### config.mk
export PLATFORM = sky130hd
export DESIGN_NAME = soc_system_st_ready_latency_source
export DESIGN_NICKNAME = d
export VERILOG_FILES = /design/src/rtl/soc_system_st_pkg.sv /design/src/rtl/soc_system_st_ready_delay.sv /design/src/rtl/soc_system_st_ready_latency_source.sv
export SDC_FILE = /design/constraint.sdc
export NUM_CORES = 1
export LEC_CHECK = 0
export ABC_CLOCK_PERIOD_IN_PS = 1800
export BUFFER_PORTS_ARGS = -buffer_cell sky130_fd_sc_hd__clkbuf_2
export CORE_UTILIZATION = 45
export CTS_CLUSTER_SIZE = 20
export DETAILED_ROUTE_END_ITERATION = 16
export PLACE_DENSITY = 0.76
export SYNTH_ARGS = -nofsm -noshare
export SYNTH_HDL_FRONTEND = slang
export SYNTH_SLANG_ARGS = --single-unit
### constraint.sdc
create_clock -name clk -period 1.8 [get_ports clk]
set_clock_uncertainty 0.15 [all_clocks]
set_input_delay 0.27 -clock clk [delete_from_list [all_inputs] [get_ports clk]]
set_output_delay 0.27 -clock clk [all_outputs]
set_load 0.01 [all_outputs]
### src/rtl/soc_system_st_pkg.sv
`default_nettype none
// ============================================================================
// Module      : soc_system_st_pkg
// Description : Shared constants and helpers for the soc_system Avalon-ST
//               ready-latency blocks: legal ready-latency range, default
//               payload/counter widths and a latency range check.
// Revision    : 1.0 - initial release
// ============================================================================
package soc_system_st_pkg;

  localparam int ST_MIN_READY_LATENCY   = 1;
  localparam int ST_MAX_READY_LATENCY   = 4;
  localparam int ST_DEFAULT_DATA_WIDTH  = 26;
  localparam int ST_DEFAULT_COUNT_WIDTH = 16;

  // True when a downstream ready latency can be served by the source.
  function automatic bit st_latency_in_range(input int latency);
    return (latency >= ST_MIN_READY_LATENCY) && (latency <= ST_MAX_READY_LATENCY);
  endfunction

endpackage
`default_nettype wire

### src/rtl/soc_system_st_ready_delay.sv
`default_nettype none
// ============================================================================
// Module      : soc_system_st_ready_delay
// Description : Shift register that delays the downstream ready by DEPTH
//               cycles. Clears to all-zero on reset so no stale ready
//               history survives a reset.
// Ports       : clk           - system clock (posedge)
//               reset_n       - asynchronous active-low reset
//               out_ready     - downstream ready, undelayed
//               delayed_ready - out_ready from DEPTH cycles earlier
// Revision    : 1.0 - initial release
// ============================================================================
module soc_system_st_ready_delay #(
  parameter int DEPTH = 1
) (
  input  logic clk,
  input  logic reset_n,
  input  logic out_ready,
  output logic delayed_ready
);

  logic [DEPTH-1:0] rdy_d;

  always_ff @(posedge clk or negedge reset_n) begin
    if (!reset_n) begin
      rdy_d <= '0;
    end else begin
      rdy_d[0] <= out_ready;
      for (int k = 1; k < DEPTH; k++) begin
        rdy_d[k] <= rdy_d[k-1];
      end
    end
  end

  assign delayed_ready = rdy_d[DEPTH-1];

endmodule
`default_nettype wire

### src/rtl/soc_system_st_ready_latency_source.sv
`default_nettype none
// ============================================================================
// Module      : soc_system_st_ready_latency_source
// Description : Adapts a readyLatency-0 upstream source to a sink that uses
//               readyLatency = LATENCY. Upstream is granted a transfer only
//               in the cycle whose registered output lands exactly LATENCY
//               cycles after the sink's out_ready, so no beat storage beyond
//               the single output register is needed.
// Ports       : clk, reset_n            - clock / async active-low reset
//               in_ready/in_valid/in_data    - upstream (readyLatency 0)
//               out_ready/out_valid/out_data - downstream (readyLatency N)
//               beat_count              - beats delivered, wraps
//               stall_count             - upstream stall cycles, saturates
//                                         (only with SOC_SYSTEM_ST_STALL_COUNTER_EN)
// Options     : `define SOC_SYSTEM_ST_STALL_COUNTER_EN adds stall_count.
// Revision    : 1.0 - initial release
// ============================================================================
module soc_system_st_ready_latency_source
  import soc_system_st_pkg::*;
#(
  parameter int DATA_WIDTH  = ST_DEFAULT_DATA_WIDTH,
  parameter int LATENCY     = 2,
  parameter int COUNT_WIDTH = ST_DEFAULT_COUNT_WIDTH
) (
  input  logic                   clk,
  input  logic                   reset_n,
  output logic                   in_ready,
  input  logic                   in_valid,
  input  logic [DATA_WIDTH-1:0]  in_data,
  input  logic                   out_ready,
  output logic                   out_valid,
  output logic [DATA_WIDTH-1:0]  out_data,
  output logic [COUNT_WIDTH-1:0] beat_count
`ifdef SOC_SYSTEM_ST_STALL_COUNTER_EN
  ,
  output logic [COUNT_WIDTH-1:0] stall_count
`endif
);

  if (!st_latency_in_range(LATENCY)) begin : g_latency_check
    $error("soc_system_st_ready_latency_source: LATENCY must be 1..4");
  end

  // The output register adds one cycle, so the ready seen upstream must be
  // out_ready delayed by LATENCY-1 cycles.
  if (LATENCY == 1) begin : g_bypass
    assign in_ready = out_ready;
  end else begin : g_delay
    soc_system_st_ready_delay #(
      .DEPTH (LATENCY - 1)
    ) u_ready_delay (
      .clk           (clk),
      .reset_n       (reset_n),
      .out_ready     (out_ready),
      .delayed_ready (in_ready)
    );
  end

  logic transfer;
  assign transfer = in_ready & in_valid;

  always_ff @(posedge clk or negedge reset_n) begin
    if (!reset_n) begin
      out_valid  <= 1'b0;
      out_data   <= '0;
      beat_count <= '0;
    end else begin
      out_valid <= transfer;
      // Data holds between beats so the sink never sees a spurious change.
      if (transfer) begin
        out_data <= in_data;
      end
      if (out_valid) begin
        beat_count <= beat_count + COUNT_WIDTH'(1);
      end
    end
  end

`ifdef SOC_SYSTEM_ST_STALL_COUNTER_EN
  always_ff @(posedge clk or negedge reset_n) begin
    if (!reset_n) begin
      stall_count <= '0;
    end else if (in_valid && !in_ready && (stall_count != '1)) begin
      stall_count <= stall_count + COUNT_WIDTH'(1);
    end
  end
`else
  // Stall counter not built in this configuration.
`endif

endmodule
`default_nettype wire
Word level (Yosys, flattened, before mapping)
Index checks and enable logic that the tools add are counted.

Add/sub/neg operators: 1. Multipliers: 0. Divide/modulo/power cells: 0. Order comparisons: 0. Equality and inequality tests: 0. Shifts and indexed selects: 0. Multiplexer cells: 0. Bitwise operators: 1. Reductions and logical operators: 0.

Operators with widths (count): $add A16 B1 Y16 const B (1); $and A1 B1 Y1 (1).

Flip-flop bits (word level): 44. Latch bits: 0. RAM bits: 0. Bits in read-only memories: 0. Output and inout bits: 44. Word-level logic and storage cells: 6. Memories kept: 0.

Longest topological paths before layout
Gate-level depths: netlist of the first run.

Depth after elaboration: 1. Depth in mapped cells: 4. Mapped depth without buffers: 4.

By module
Synthesis of the first run repeated with hierarchy kept, for this count alone.

Cell total of the unflattened synthesis: 119. Area total of the unflattened synthesis: 1729.2 um2.

Modules (own cells, without submodules): soc_system_st_ready_latency_source (times used 1, cells each 118, area each 1704.1 um2); soc_system_st_ready_delay (times used 1, cells each 1, area each 25.0 um2).

Worst setup path before layout of the first run
OpenSTA, ideal clock, no wires.

Path kind: register to register. Start: register g_delay.u_ready_delay.rdy_d (netlist: g_delay.u_ready_delay.delayed_ready). End: register out_data[0]. Arrival: 1217 ps. Required time: 1525 ps. Slack: 308 ps. Stages on the path, launching flop included: 4. Path buffers: 1. Clock period less this slack: 1492 ps. Cells stage by stage: dfrtp_1 > nand2_1 > buf_2 > mux2_2.

Cells in the longest elaborated chain, start to end: 1.

RTL lines: start: declaration (line soc_system_st_ready_delay.sv:22) `logic [DEPTH-1:0] rdy_d;`; start signal: indexed assignment (line soc_system_st_ready_delay.sv:30) `rdy_d[k] <= rdy_d[k-1];`; $and A1 B1 Y1 (line soc_system_st_ready_latency_source.sv:60) `assign transfer = in_ready & in_valid;`; end signal: assignment (line soc_system_st_ready_latency_source.sv:71) `out_data <= in_data;`; end: declaration (line soc_system_st_ready_latency_source.sv:32) `output logic [DATA_WIDTH-1:0] out_data,`.

No other way between the ends. A chain may end at the register's enable or synchronous reset.

==> results of run 1 <==
==> metal layers <==
metal / vias to the layer above / share of wire (%) / GRT usage (%)
met5: - / 0 / 0
met3: 2 / 6.1 / 6.250
li1: 580 / - / -
met2: 46 / 49 / 26.20
met4: 0 / 0.50 / 5.966
met1: 576 / 45 / 24.85
==> cells in the final DEF, fill, tap and decap left out, types with 2 or more instances in the layout <==
cell type	synthesis	routed
sky130_fd_sc_hd__buf_4	0	2
sky130_fd_sc_hd__xnor2_1	5	5
sky130_fd_sc_hd__mux2_2	27	27
sky130_fd_sc_hd__nand3_1	2	2
sky130_fd_sc_hd__dlygate4sd3_1	0	2
sky130_fd_sc_hd__nor2_1	2	2
sky130_fd_sc_hd__nor3_1	4	4
sky130_fd_sc_hd__nor4_1	4	4
sky130_fd_sc_hd__xor2_1	10	10
sky130_fd_sc_hd__clkbuf_8	0	5
sky130_fd_sc_hd__clkbuf_2	0	73
sky130_fd_sc_hd__nand4_1	6	6
sky130_fd_sc_hd__nand2_1	6	6
sky130_fd_sc_hd__dfrtp_1	44	44
sky130_fd_sc_hd__inv_1	3	3
==> final timing paths <==
kind,from,end,slack [ns]
worst min register to register,beat_count[15]$_DFFE_PN0P_,beat_count[15]$_DFFE_PN0P_,0.33
max in group asynchronous,reset_n,out_data[12]$_DFFE_PN0P_,0.62
worst min-delay path,in_data[15],out_data[15]$_DFFE_PN0P_,0.06
min in group asynchronous,reset_n,out_data[3]$_DFFE_PN0P_,0.38
worst max-delay path,out_valid$_DFF_PN0_,beat_count[14]$_DFFE_PN0P_,0.14
worst max register to register,out_valid$_DFF_PN0_,beat_count[14]$_DFFE_PN0P_,0.14
==> what timing repair did <==
action / in CTS / in global routing
buffers inserted: 0 / 0
resized for setup: 0 / 0
endpoints found under the hold margin: 20 / 0
hold buffers: 2 / 0
==> state kept, by name, indices dropped and copies added (netlist names) <==
| signal | count |
|---|---|
| out_data | 26 |
| out_valid | 1 |
| g_delay.u_ready_delay.delayed_ready | 1 |
| beat_count | 16 |
==> final cells by class <==
type / instances / share of cell area [%]
sequential: 44 / 47.88
multi-input combinational: 69 / 25.90
timing repair buffer: 78 / 18.28
clock buffer: 5 / 2.992
tap: 48 / 2.612
clock inverter: 3 / 1.850
inverter: 3 / 0.4897
==> power by group <==
group          leakage (nW)  internal, mW  switching, mW
Sequential            0.544          1.14          0.140
Clock                0.0541         0.410          0.327
Combinational         0.581         0.257          0.234
==> kinds of logic after synthesis <==
family / count (synthesis)
flops: 44
buf+inv: 6
xor+xnor: 15
mux: 27
simple gates: 26
fa+ha+maj: 1
==> cell usage after synthesis <==
library cell	instances	area, um2
sky130_fd_sc_hd__nand2_1	6	22.52
sky130_fd_sc_hd__nor4_1	4	25.02
sky130_fd_sc_hd__mux2_2	27	304.0
sky130_fd_sc_hd__buf_6	1	11.26
sky130_fd_sc_hd__nand3_1	2	10.01
sky130_fd_sc_hd__xor2_1	10	87.58
sky130_fd_sc_hd__xnor2_1	5	43.79
sky130_fd_sc_hd__buf_2	2	10.01
sky130_fd_sc_hd__nand4_1	6	37.54
sky130_fd_sc_hd__nor4_2	1	12.51
sky130_fd_sc_hd__dfrtp_1	44	1101
sky130_fd_sc_hd__nor3_1	4	20.02
sky130_fd_sc_hd__nor2_1	2	7.510
sky130_fd_sc_hd__inv_1	3	11.26
sky130_fd_sc_hd__ha_1	1	12.51
sky130_fd_sc_hd__nand4_2	1	12.51
==> through the flow <==
| step | hold WS [ns] | util (%) |
|---|---|---|
| finish | 0.05671 | 62.82 |
| global route | 0.03991 | 62.82 |
| CTS | 0.04810 | 62.82 |
| detailed placement | 0.1184 | 59.23 |
| global placement | 0.1015 | 59.23 |
| floorplan | -0.1756 | - |
==> results.yml, run 1 <==
min_path:
  worst_hold_path_type: "in -> reg"
  worst_hold_path.num_cells: 2
power_and_ir_drop:
  maximum_ir_drop_on_the_vdd_rail_uv: 718.4
  p_per_area_nw_per_um2: 1089
  total_leakage_power_nw: 1.179
  total_power_mw: 2.505
worst_setup_path:
  cp_slowest_cell: "sky130_fd_sc_hd__dfrtp_1"
  worst-path-max-fanout: 11
  crit_path_max_incr_delay_ns: 0.48
  arrival_ns: 1.72
  critPathBufInv: 0
  crit_path_end_kind: "flop"
  setup.worst_path.start_class: "flop"
  rr_worst_depth: 3
  worstSetupPathDepth: 3
  criticalPathCategory: "reg -> reg"
  worst_ep_required_time_ns: 1.86
  crit_chain: "nand4_2 -> nor4_1 -> xor2_1"
  crit_path_max_delay_family: "simple AND/OR/NAND/NOR gates"
sta:
  report.final.hold_viol_count: 0
  grt_setup_unrepaired: "no"
  layout_worst_path_cycle_share_pct: 91.98
  finalSetupViolations: 0
  layout_setup_ws_ns: 0.1444
  finalWorstPathRequiredPeriod_ns: 1.656
  relSlewSlack_pct: 64.28
  worstMarginPinSlew_ns: 0.5358
  achievable-frequency_ghz: 0.6040
  setup_total_negative_slack_ns: 0
  timing_max_transition_violations_final: 0
routing:
  drc: 0
  post_drt_wl_per_cell_um: 13.53
  totalWireLength_mm: 3.383
  drtAntennaViolNets: 0
  first_pass_iteration_count_of_the_detailed_router: 4
  vias: 1204
  vias_per_cell: 4.816
  detail_route.iter0.violations: 44
grt:
  grt_first_pass_wirelength_mm: 5.506
  grt_max_degree: 26
  grt_pass1_vias: 1171
  grt_antenna_before_repair: 0
  grt_util_all_layers_pct: 17.93
  grt-ovfl-total: 0
logic_synthesis:
  syn_area_um2: 1729
  synth_compound_gate_area_share_pct: 0
  yosys.area_share.xor_xnor_pct: 7.598
  synth.net_count: 150
  avgSynthCellArea_um2: 14.53
  yosys_warnings: 0
  synth_seq_cells: 44
  post_synth_mux_area_share_pct: 17.58
  post_synth_and_or_nand_nor_area_fraction_pct: 8.538
  synthesis.instances: 119
  post_synth_fa_ha_maj_area_fraction_pct: 0.7236
  synth_top_family_by_area: "multiplexers"
  synth.lib_cells_used.distinct: 16
  seq_area_frac_synth_pct: 63.68
final_layout:
  multiInputGateArea_um2: 595.6
  fillers: 300
  area.growth.synth_to_final_pct: 33.00
  seq_area_um2: 1101
  final_layout_size_suffix_gt1_share_pct: 55.94
  nNetsFinal: 232
  antenna_cells: 0
  post_layout_nonfiller_instances: 250
  post-route-cell-area_um2: 2300
placement:
  numPlacedInstances: 240
  placedInstanceArea_um2: 2168
  io_buffers: 73
  place_congestion: 0.8089
  dp_slack_ns: 0.1996
  dpl.hpwl_mm: 2.505
die:
  initial_core_util_pct: 47.23
  die-height_um: 63.99
  floorplan.io_pins: 74
  die_width_um: 63.99
  die_area_um2: 4095
  design.core.area_um2: 3661
  rows: 22
cts:
  worst_setup_hold_path_clk_slew_ns: 0.08
  cts-buffers-inserted: 5
  clockBufferDepth: 2
  insertion_delay_ns: 0.29
  tritoncts: "done"
  h-tree-depth: 2
  clock_sink_count: 44
  clockRootBuffer: "sky130_fd_sc_hd__clkbuf_8"
run:
  max_cap_violations: 0
status:
  run_status: "completed"
No activity file was read; power rests on OpenSTA's default activity.
==> run 2, diff against run 1 <==
--- a/config.mk
+++ b/config.mk
@@ -6,8 +6,9 @@
 export NUM_CORES = 1
 export LEC_CHECK = 0
 export ABC_CLOCK_PERIOD_IN_PS = 1800
-export BUFFER_PORTS_ARGS = -buffer_cell sky130_fd_sc_hd__clkbuf_2
+export BUFFER_PORTS_ARGS = -buffer_cell sky130_fd_sc_hd__buf_4
 export CORE_UTILIZATION = 45
+export CTS_BUF_LIST = sky130_fd_sc_hd__clkbuf_16
 export CTS_CLUSTER_SIZE = 20
 export DETAILED_ROUTE_END_ITERATION = 16
 export PLACE_DENSITY = 0.76
==> run 2 against run 1 <==
Core utilization grew 5.2 points. Final area grew 8.3%. Flip-flop and latch count stayed put. Die area is the same. Count of clock-buffer cells in the layout stayed put. Wire length increased by 5.0%. Combinational power increased by 20%. Critical endpoint is now beat_count[15]$_DFFE_PN0P_.
==> results.yml, run 2 (synthesis results as in run 1) <==
status:
  run_status: "completed"
sta:
  report.final.hold_viol_count: 0
  worstMarginPinSlew_ns: 0.5481
  grt_setup_unrepaired: "no"
  hold-worst-slack_ns: 0.06726
  layout_worst_path_cycle_share_pct: 89.76
  achievable-frequency_ghz: 0.6190
  finalWorstPathRequiredPeriod_ns: 1.616
  relSlewSlack_pct: 63.46
  finalSetupViolations: 0
  timing_max_transition_violations_final: 0
  setup_total_negative_slack_ns: 0
placement:
  placedInstanceArea_um2: 2331
  place_congestion: 0.7854
  dpl.hpwl_mm: 2.550
  io_buffers: 73
cts:
  h-tree-depth: 2
  clockRootBuffer: "sky130_fd_sc_hd__clkbuf_16"
  worst_setup_hold_path_clk_slew_ns: 0.06
  post_cts_resize_count: 0
  tritoncts: "done"
  cts-buffers-inserted: 5
  clock_sink_count: 44
  insertion_delay_ns: 0.28
  clockBufferDepth: 2
final_layout:
  area.growth.synth_to_final_pct: 44.07
  antenna_cells: 0
  layout_top_registers: "out_data (26), beat_count (16)"
  utilization_pct: 68.05
  number_of_flip_flops_under_the_largest_register_name: 26
  layout_common_cells: "75 x sky130_fd_sc_hd__buf_4, 44 x sky130_fd_sc_hd__dfrtp_1, 27 x sky130_fd_sc_hd__mux2_2"
  seq_area_um2: 1101
  max_flop_register: "out_data"
  fillers: 265
  final_common_cell: "sky130_fd_sc_hd__buf_4"
  multiInputGateArea_um2: 595.6
  post-route-cell-area_um2: 2491
  final_layout_size_suffix_gt1_share_pct: 54.73
  nNetsFinal: 231
worst_setup_path:
  setup.worst_path.start_class: "flop"
  worst_ep_required_time_ns: 1.86
  reg2reg_to: "beat_count[15]$_DFFE_PN0P_"
  crit_path_end_kind: "flop"
  worst-path-max-fanout: 11
  rr_worst_depth: 3
  worst-r2r-setup-slack_ns: 0.18
  crit_path_max_incr_delay_ns: 0.47
  arrival_ns: 1.67
  critical_path.reg2reg.startpoint: "out_valid$_DFF_PN0_"
  crit_chain: "nand4_2 -> nor4_1 -> xor2_1"
  crit_path_max_delay_family: "simple AND/OR/NAND/NOR gates"
  critPathBufInv: 0
  criticalPathCategory: "reg -> reg"
  cp_slowest_cell: "sky130_fd_sc_hd__dfrtp_1"
routing:
  vias: 1229
  vias_per_cell: 4.936
  drtAntennaViolNets: 0
  detail_route.iter0.violations: 45
  post_drt_wl_per_cell_um: 14.27
  first_pass_iteration_count_of_the_detailed_router: 4
  totalWireLength_mm: 3.553
  drc: 0
power_and_ir_drop:
  internal_power_mw: 1.991
  p_per_area_nw_per_um2: 1095
  combinationalPowerShare_pct: 21.7
  switching_power_mw: 0.7366
  total_leakage_power_nw: 1.234
  maximum_ir_drop_on_the_vdd_rail_uv: 640.0
  pwr-share-clk_pct: 31.3
  power.share.switching_pct: 27.00
  total_power_mw: 2.728
  pwr-share-seq_pct: 47.1
grt:
  grt_antenna_before_repair: 0
  grt-ovfl-total: 0
  grt_pass1_vias: 1305
  grt_first_pass_wirelength_mm: 5.961
  grt_util_all_layers_pct: 20.02
  grt_max_degree: 45
die:
  floorplan.io_pins: 74
  initial_core_util_pct: 47.23
  die_width_um: 63.99
  rows: 22
  design.core.area_um2: 3661
  die_area_um2: 4095
  die-height_um: 63.99
min_path:
  min_to: "out_data[23]$_DFFE_PN0P_"
  worst_hold_path.num_cells: 2
  timing.hold.worst.start: "in_data[23]"
  worst_hold_path_type: "in -> reg"
run:
  max_cap_violations: 0
==> run 2: changes by cell type in the layout (fill, tap and decap cells not counted) <==
cell / previous run / this run
sky130_fd_sc_hd__buf_12: 1 / 0
sky130_fd_sc_hd__buf_4: 2 / 75
sky130_fd_sc_hd__bufinv_16: 1 / 0
sky130_fd_sc_hd__clkbuf_16: 0 / 5
sky130_fd_sc_hd__clkbuf_2: 73 / 0
sky130_fd_sc_hd__clkbuf_8: 5 / 0
sky130_fd_sc_hd__clkinv_1: 0 / 1
sky130_fd_sc_hd__clkinv_2: 1 / 0
sky130_fd_sc_hd__inv_1: 3 / 4
==> run 2: cell type report <==
type	count	share of cell area, %
Sequential cell	44	44.20
Clock inverter	3	0.6027
Tap cell	48	2.411
Timing Repair Buffer	77	23.41
Inverter	3	0.4520
Multi-Input combinational cell	69	23.91
Clock buffer	5	5.023
==> run 2: metrics by stage <==
| step | cells | setup slack (ns) |
|---|---|---|
| final | 249 | 0.1844 |
| after global routing | 249 | 0.08144 |
| after CTS | 249 | 0.1757 |
| after detailed placement | 239 | 0.1977 |
| after global placement | 239 | 0.2792 |
| after floorplan | 119 | 0.3083 |
==> run 2: power groups by stage <==
stage          sequential (mW)  clock [mW]  combinational, mW
6_report                  1.28       0.853              0.591
5_1_grt                   1.31       0.924              0.635
4_1_cts                   1.28       0.882              0.602
3_5_place_dp              1.30           0              0.593
3_3_place_gp              1.28           0              0.576
2_1_floorplan             1.35           0              0.183
==> run 2: worst register-to-register path, delay by kind of cell, from the launching register on <==
| kind | cells | cell delay (ns) |
|---|---|---|
| and+or+nand+nor | 2 | 0.75 |
| DFF | 1 | 0.47 |
| xor gates and xnor gates | 1 | 0.17 |
==> run 2: repair_timing <==
item                       in CTS  in global routing
setup endpoints to repair       0                  0
hold endpoints to repair       45                  0
buffers inserted                0                  0
hold buffers                    2                  0
==> run 2: per-layer routing <==
metal | vias up | global-route usage (%) | part of all wire (%)
li1 | 580 | - | -
met1 | 598 | 24.49 | 41
met5 | - | 0 | 0
met4 | 0 | 11.08 | 2.0
met3 | 7 | 7.143 | 7.4
met2 | 44 | 30.72 | 49
==> run 2: worst max-delay path by stage <==
stage / start / end / cells past startpoint
3_3_place_gp: out_valid$_DFF_PN0_ / beat_count[15]$_DFFE_PN0P_ / 3
3_5_place_dp: out_valid$_DFF_PN0_ / beat_count[15]$_DFFE_PN0P_ / 3
2_1_floorplan: g_delay.u_ready_delay.delayed_ready$_DFF_PN0_ / out_data[0]$_DFFE_PN0P_ / 3
5_1_grt: out_valid$_DFF_PN0_ / beat_count[11]$_DFFE_PN0P_ / 3
6_report: out_valid$_DFF_PN0_ / beat_count[15]$_DFFE_PN0P_ / 3
4_1_cts: out_valid$_DFF_PN0_ / beat_count[15]$_DFFE_PN0P_ / 3
